`src/rtl/alu_seq_ctrl.sv`:
```
// ALU instruction sequencer: latches one ALU-class instruction per start and
// steps the operand/result bus strobes through a fixed Moore sequence.
module alu_seq_ctrl #(
  parameter int IW     = 16,
  parameter int FW     = 6,
  parameter int SETTLE = 1,
  parameter int IMM_EN = 1
) (
  input  logic          clk,
  input  logic          rst,
  input  logic          start,
  input  logic [IW-1:0] instr,
  output logic          busy,
  output logic          done,
  output logic          illegal,
  output logic          pc_inc,
  output logic          src1_oe,
  output logic          alu_a_ld,
  output logic          src2_oe,
  output logic          imm_oe,
  output logic          alu_b_ld,
  output logic          alu_out_ld,
  output logic          alu_out_oe,
  output logic          dst_we,
  output logic [FW-1:0] reg_sel,
  output logic [FW-2:0] imm,
  output logic [2:0]    op_ctl
);

  typedef enum logic [3:0] {
    S_IDLE, S_FETCH, S_LD_A, S_GAP, S_RD_B, S_LD_B, S_EXEC, S_DRV, S_WB, S_DONE
  } state_t;

  localparam logic [2:0] GAP_LOAD = (SETTLE == 0) ? 3'd0 : 3'(SETTLE - 1);

  state_t        state_q, state_d;
  logic [IW-1:0] instr_q, instr_d;
  logic [2:0]    gap_cnt_q, gap_cnt_d;

  logic [3:0]    opcode;
  logic [3:0]    op_diff;
  logic [FW-1:0] param1;
  logic [FW-1:0] param2;
  logic          legal;
  logic          imm_mode;

  assign opcode   = instr_q[IW-1 -: 4];
  assign param1   = instr_q[2*FW-1:FW];
  assign param2   = instr_q[FW-1:0];
  assign legal    = (opcode >= 4'd9);
  assign imm_mode = (IMM_EN != 0) && param2[FW-1];
  assign op_diff  = opcode - 4'd9;

  always_ff @(posedge clk or posedge rst) begin
    if (rst) begin
      state_q   <= S_IDLE;
      instr_q   <= '0;
      gap_cnt_q <= 3'd0;
    end else begin
      state_q   <= state_d;
      instr_q   <= instr_d;
      gap_cnt_q <= gap_cnt_d;
    end
  end

  always_comb begin
    state_d   = state_q;
    instr_d   = instr_q;
    gap_cnt_d = gap_cnt_q;
    unique case (state_q)
      S_IDLE: begin
        if (start) begin
          instr_d = instr;
          state_d = (instr[IW-1 -: 4] >= 4'd9) ? S_FETCH : S_DONE;
        end
      end
      S_FETCH: state_d = S_LD_A;
      S_LD_A: begin
        gap_cnt_d = GAP_LOAD;
        state_d   = (SETTLE == 0) ? S_RD_B : S_GAP;
      end
      S_GAP: begin
        if (gap_cnt_q == 3'd0) begin
          state_d = S_RD_B;
        end else begin
          gap_cnt_d = gap_cnt_q - 3'd1;
        end
      end
      S_RD_B:  state_d = S_LD_B;
      S_LD_B:  state_d = S_EXEC;
      S_EXEC:  state_d = S_DRV;
      S_DRV:   state_d = S_WB;
      S_WB:    state_d = S_DONE;
      S_DONE:  state_d = S_IDLE;
      default: state_d = S_IDLE;
    endcase
  end

  // Moore decode; async reset of the state flops clears every output at once.
  always_comb begin
    busy       = (state_q != S_IDLE);
    done       = (state_q == S_DONE);
    illegal    = (state_q == S_DONE) && !legal;
    pc_inc     = 1'b0;
    src1_oe    = 1'b0;
    alu_a_ld   = 1'b0;
    src2_oe    = 1'b0;
    imm_oe     = 1'b0;
    alu_b_ld   = 1'b0;
    alu_out_ld = 1'b0;
    alu_out_oe = 1'b0;
    dst_we     = 1'b0;
    reg_sel    = '0;
    imm        = (busy && imm_mode) ? param2[FW-2:0] : '0;
    op_ctl     = (busy && legal) ? op_diff[2:0] : 3'd0;
    unique case (state_q)
      S_FETCH: begin
        pc_inc  = 1'b1;
        src1_oe = 1'b1;
        reg_sel = param1;
      end
      S_LD_A: begin
        src1_oe  = 1'b1;
        alu_a_ld = 1'b1;
        reg_sel  = param1;
      end
      S_RD_B, S_LD_B: begin
        src2_oe  = !imm_mode;
        imm_oe   = imm_mode;
        alu_b_ld = (state_q == S_LD_B);
        reg_sel  = imm_mode ? '0 : param2;
      end
      S_EXEC: alu_out_ld = 1'b1;
      S_DRV: begin
        alu_out_oe = 1'b1;
        reg_sel    = param1;
      end
      S_WB: begin
        alu_out_oe = 1'b1;
        dst_we     = 1'b1;
        reg_sel    = param1;
      end
      default: ;
    endcase
  end

endmodule

```
`config.mk`:
```
export PLATFORM = sky130hd
export DESIGN_NAME = alu_seq_ctrl
export DESIGN_NICKNAME = d
export VERILOG_FILES = /design/src/rtl/alu_seq_ctrl.sv
export SDC_FILE = /design/constraint.sdc
export NUM_CORES = 1
export LEC_CHECK = 0
export CAP_MARGIN = 20
export CORE_MARGIN = 2
export CORE_UTILIZATION = 45
export CTS_CLUSTER_DIAMETER = 200
export DETAILED_ROUTE_END_ITERATION = 10
export PLACE_DENSITY_LB_ADDON = 0.3
export SLEW_MARGIN = 0
export SYNTH_ARGS = -nofsm -noshare
export SYNTH_HDL_FRONTEND = slang
export SYNTH_SLANG_ARGS = --single-unit
```
`constraint.sdc`:
```
create_clock -name clk -period 1.8 [get_ports clk]
set_input_delay 0.36 -clock clk [delete_from_list [all_inputs] [get_ports clk]]
set_output_delay 0.36 -clock clk [all_outputs]
set_load 0.03 [all_outputs]
```
==> impl_results.md, run 1 <==
* I/O pin count at 45
* CP Launch Type: flip-flop
* Largest net degree at the start of global routing at 24
* Depth of the CTS H-tree at 1
* FMAX at 439.2 MHz
* FF-to-FF setup slack at 100 ps
* Worst path max stage delay at 520 ps
* Final setup viols at 25
* HPWL after DPL at 2317 µm
* Failing checks: negative setup slack
* Design Power at 4.903 mW
* Post-route ant nets at 0
* DRC at 0
* TritonCTS clock tree: built
* RSZ-0062 raised after global routing: yes
* Skew-Pair Late Insertion Delay at slightly above 300 ps
* Synthesis Warnings at 0
* EDFF count, synth at 0
* Final non-filler cell area at 2262 µm²
* Reg2reg end: instr_q[15]
* Clock root buffer: clkbuf_4
* Die area at 3406 µm²
* Setup TNS at -7898 ps
* Die X at 58.37 µm
* CP required at 1440 ps
* Vias in the first global route at 1253
* Worst slew margin at 75.92%
* Worst r2r src: state_q[0]
* Fin cells at 227
* Max VDD drop at around 0.0018 V
* Die Height at 58.37 µm
* 1st-pass router iterations at 4
* CP max-delay cell: or4b_4
* Worst Path Arrival at 1920 ps
* Area of the mapped netlist at 1330 µm²
* Place WS at -457.7 ps
* Finished Core Util at 81.33%
* Top cells by area, synth: dfrtp_1 43%, mux2_2 13%, ha_1 3.8%
* CTS Sinks at 23
* Port bufs at 44
* Max FO, Critical Path at 14
* Worst Path Buf+Inv at 2
* Remaining global-route overflow at 0
* Period minus WS final at 2277 ps
* Core area at 2781 µm²
* Critical path depth at 5
* CP most frequent cell: buf_6
* Max-slew violations at 0
* Post-synth cell types at 36
* Top_reg_cell synth: dfrtp_1
* Initial drt markers at 43
* Cts bufs inserted at 3
* Synth area leader: dfrtp_1
* Power density over the cells at 2167 nW/µm²
* Layout Nets at 220
* GR Util All Layers at 21.65%
* Routability Congestion at 0.7550
* Placed Instances at 206
* FP Rows at 19
* Initial Util at 47.82%
* CP endpoint kind: output port
* Tcrit/Tclk final at 126.5%
* First-pass GRT wire length at 5692 µm
* Routed length per instance at approximately 17 µm
* Placement Cell Area at between 1500 and 2000 µm²
* Synth Register Bits at 23
* Syn nets at 148
* Synth top area share at 43.27%
* Cts hold-fix bufs at 0
* Avg Synthesized Cell Area at 10.64 µm²
* Clock skew at between 3 and 4 ps
* Tightest Pin Transition at 360.2 ps
* R2R depth at 6
* Worst min-delay path class: in2async
* Status: finished with violations
* Initial antenna violation count at 0
* Critical-path cell list: buf_6, or4b_4, o211ai_4, a22o_2, buf_6
* Maximum clock insertion buffer count at 2
* Async SR Flop Fraction at 100.0%
* Gate Count Post-Synth at ~130
* Final WS setup at -477.0 ps
* Antenna diodes at 0
* CP Class: reg2out
* CP delay by family, top: simple AND/OR/NAND/NOR gates
* Layout area overhead at 70.08%
* Lkg Pwr at a little over 1 nW
* Worst hold margin at between 300 and 400 ps
* Layout cells sized above 1 at 55.10%
* Clock transition at path regs at 140 ps
* Maxcap violations at 0
* Post-synthesis sequential area ratio at 43.27%
* Final wirelength at 3775 µm
* Vias/cell at 5.573
* Hold Violations, Final at 0
* DR vias at roughly 1300
## layer usage
metal,part of all wire (%),wire length [µm],GRT usage [%],vias up
li1,-,-,-,587
met1,40,1508,28.26,642
met2,55,2085,38.04,34
met3,4.2,159,2.637,2
met4,0.56,21,5.648,0
met5,0,0,0,-
## flip-flops by register name, indices dropped and copies added (netlist names)
register,flops
instr_q,16
state_q,4
gap_cnt_q,3
## area by class of cell
class	count	area, µm²
clock buffer	3	22.52
multi-input combinational	86	837.1
fill	173	519.2
clock inverter	1	5.005
tap	31	38.79
inverter	9	36.28
timing repair buffer	74	747.0
sequential	23	575.6
## repair_timing
item / 4_1_cts / 5_1_grt
pin swaps: 14 / 7
cloned: 0 / 1
gates resized for setup: 98 / 21
endpoints found under the setup margin: 25 / 27
buffers inserted: 9 / 8
## power by group
part / leakage, nW / switching (mW) / internal (mW)
clock network: 0.0177 / 0.163 / 0.0829
registers: 0.282 / 0.188 / 0.746
logic: 0.712 / 1.82 / 1.90
total: 1.01 / 2.17 / 2.73
## worst max path at each step
| stage | from | endpoint | slack [ps] |
|---|---|---|---|
| after floorplan | state_q[0] | reg_sel[0] | -30 |
| after detailed placement | state_q[3] | op_ctl[2] | -460 |
| after global routing | state_q[1] | reg_sel[0] | -530 |
| final | state_q[1] | reg_sel[3] | -480 |
| after global placement | state_q[3] | op_ctl[2] | -420 |
| after CTS | state_q[0] | reg_sel[3] | -460 |
## cells in the final DEF (no fill, tap or decap), types with 2 or more instances in the layout
cell             count
buf_6               29
buf_4               24
dfrtp_1             23
clkdlybuf4s50_1     18
mux2_2              15
nor2_1               8
inv_1                6
nand2_1              5
and3_4               5
nor2_4               4
nand3_1              4
a22o_2               4
a21oi_1              3
nor3_1               3
ha_1                 3
clkbuf_4             3
o21ai_0              2
nor3b_1              2
nand4b_1             2
nand2b_4             2
inv_2                2
## kinds of logic after synthesis
family / count (synthesis) / synth area share [%]
xor+xnor: 2 / 1.317
buf+inv: 16 / 5.550
compound gates: 16 / 9.878
flops: 23 / 43.27
mux: 16 / 13.55
fa+ha+maj: 4 / 3.763
simple gates: 48 / 22.67
## synthesized netlist by cell type (2+ instances only)
| cell | instances |
|---|---|
| mux2_2 | 15 |
| nand3_1 | 4 |
| and3_1 | 5 |
| ha_1 | 4 |
| nand2b_1 | 3 |
| nand2_1 | 5 |
| inv_1 | 9 |
| nor2_1 | 11 |
| a22o_1 | 5 |
| buf_2 | 5 |
| nor3_1 | 4 |
| dfrtp_1 | 23 |
| nand4b_1 | 2 |
| nor3b_1 | 4 |
| o21ai_0 | 2 |
| xnor2_1 | 2 |
| a21oi_1 | 3 |
## worst reg2reg max path, cell delays in order, from the launching register on
cell and delay (ps):
dfrtp_1 420, buf_6 130, buf_8 130, buf_12 140, nor2_4 170, nand3_4 240
mux2_1 390
Power figures use the tool's default switching activity.
==> inputs of run 2 (changes only) <==
GPL_ROUTABILITY_DRIVEN = 0   (was not set)
==> results of run 2 <==
Same layout as run 1: the final DEF is identical, and so are final timing and power.
==> edit: new RTL, flow settings as in run 2 <==
Register the output `done`, with the module's reset; this adds one clock of latency there. The other outputs are not delayed to match.
--- a/src/rtl/alu_seq_ctrl.sv
+++ b/src/rtl/alu_seq_ctrl.sv
@@ -32,6 +32,8 @@
   } state_t;
 
   localparam logic [2:0] GAP_LOAD = (SETTLE == 0) ? 3'd0 : 3'(SETTLE - 1);
+
+  logic done_d;
 
   state_t        state_q, state_d;
   logic [IW-1:0] instr_q, instr_d;
@@ -99,7 +101,7 @@
   // Moore decode; async reset of the state flops clears every output at once.
   always_comb begin
     busy       = (state_q != S_IDLE);
-    done       = (state_q == S_DONE);
+    done_d     = (state_q == S_DONE);
     illegal    = (state_q == S_DONE) && !legal;
     pc_inc     = 1'b0;
     src1_oe    = 1'b0;
@@ -144,5 +146,13 @@
     endcase
   end
 
+  always_ff @(posedge clk or posedge rst) begin
+    if (rst) begin
+      done <= '0;
+    end else begin
+      done <= done_d;
+    end
+  end
+
 endmodule
 
Check against the original RTL: not equivalent (Yosys sat finds a counterexample within 4 cycles, from zero or initial values and one cycle with rst high).
==> edit against run 2 <==
The flow finishes with violations (design-rule violations, negative setup slack). Total power up 2.1%. Via count increased by 0.40%. Critical path type unchanged. Largest power group unchanged. Synthesized area is 1.9% higher. Wire length increased by 6.7%. Sequential cell count grew 1. Setup slack worse by 0.060 ns. Final area rose by 1.7%. Register-to-register slack is essentially flat. Clock power fell by 4%. Combinational power grew 1%.
==> edit: results (changes against run 2) <==
Outcome
  – Result of the run: finished, violations left
  – Violated checks: design-rule violations, negative setup slack

Finish
  – Number of nets in the layout: 221 (+0.45%)
  – Fraction of layout instances using a drive strength above 1: 0.556 (+0.00510)

Drt
  – Router iterations before antenna repair: 7 (+3)
  – DRC: 3 (+3)
  – Routed wire length per instance: 17.7 µm (+6.7%)
  – Via Count: 1270 (+0.40%)
  – Final Routed Wirelength: 4.03 mm (+6.7%)
  – Initial drt markers: 35 (-19%)

Worst setup path
  – Number of cells on the worst reg-to-reg path: 7 (+1)
  – Endpoint of the worst-slack reg-to-reg timing path: instr_q[2]
  – Maximum fanout count along the critical path: 6 (-8)
  – Data arrival time of the critical path: 1.98 ns (+0.06 ns)

Place
  – DPL Wire Length: 2.39 mm (+3.2%)

Global route
  – Maximum number of pins on one net before global-route repair: 25 (+4.2%)
  – Global-route wire length before repair: 5.77 mm (+1.3%)
  – Via count of the first global-routing pass: 1221 (-2.6%)

Logic synthesis
  – Sequential element share of the synthesized area: 0.443 (+0.0105)
  – Cell types occupying the most area after synthesis: dfrtp_1, mux2_2, ha_1
  – Most used standard cells in the synthesized netlist: dfrtp_1, mux2_2, nor2_1, inv_1

STA
  – Setup TNS: -8.09 ns (-0.194 ns)
  – Setup Viol. Count Final: 25 (unchanged)
  – Final worst-path setup slack: -0.537 ns (-0.0604 ns)

Floorplanning
  – Initial standard-cell utilization of the core: 0.483 (+0.00487)

Power and ir drop
  – Maximum VDD drop: 0.00132 V (-27%)
  – Power dissipated by switching net loads: 2230 µW (+2.5%)
[edit: cell types whose count changed after synthesis, sizes merged]
cell	before	now
dfrtp	23	24
[edit: repair_timing]
action / CTS / global route
buffers inserted: 9 / 7
pin swaps: 12 / 9
cloned: 1 / 0
gates resized for setup: 98 / 26
setup endpoints to repair: 25 / 26
[edit: power groups by stage]
| stage | combinational [µW] | sequential, µW | clock, µW |
|---|---|---|---|
| after floorplan | 1730 | 931 | 0 |
| after global placement | 2610 | 927 | 0 |
| after global routing | 3970 | 1020 | 260 |
| after detailed placement | 2660 | 951 | 0 |
| after CTS | 3290 | 967 | 235 |
| final | 3770 | 995 | 236 |
[edit: worst max path at each step]
stage                from         end  slack (ns)  cells past startpoint
3_5_place_dp   state_q[3]   op_ctl[2]       -0.44                      4
4_1_cts        state_q[0]  reg_sel[0]       -0.46                      5
5_1_grt        state_q[0]  reg_sel[0]       -0.57                      5
6_report       state_q[0]  reg_sel[0]       -0.54                      5
2_1_floorplan  state_q[0]  reg_sel[0]       -0.03                      4
3_3_place_gp   state_q[3]   op_ctl[2]       -0.38                      4
[edit: per-layer routing]
metal	wire, µm	up-vias	track usage
met4	51	0	0.0649
met3	174	8	0.0527
met1	1590	631	0.263
met2	2220	36	0.394
met5	0	-	0
li1	-	595	-
[edit: layout make-up]
cell class / instances / area (µm²) / share of cell area
Multi-Input combinational cell: 86 / 846 / 0.368
Timing Repair Buffer: 74 / 754 / 0.328
Sequential cell: 24 / 602 / 0.262
Tap cell: 31 / 38.8 / 0.0169
Inverter: 9 / 36.3 / 0.0158
Clock buffer: 3 / 22.5 / 0.00979
[edit: critical path: stages, from the launching register on]
cell,delay [ns]
dfrtp_1,0.43
buf_6,0.13
or4b_4,0.56
o211ai_4,0.15
a22o_1,0.23
buf_6,0.15
[edit: through the flow]
step	power (µW)	worst slack [ns]	cell area (µm²)	hold WS, ns
floorplan	2660	-0.0286	1380	0.375
global placement	3530	-0.379	1870	0.491
detailed placement	3610	-0.437	1870	0.496
CTS	4490	-0.456	2140	0.396
global route	5250	-0.566	2300	0.419
finish	5010	-0.537	2300	0.375
[edit: cell families after synthesis]
family,after synthesis,share of synthesized area
AO/OA/AOI/OAI,16,0.0970
multiplexers,16,0.133
AND/OR/NAND/NOR,48,0.223
flip-flops,24,0.443
XOR/XNOR,2,0.0129
buffers and inverters,16,0.0545
adder cells (fa/ha/maj),4,0.0369
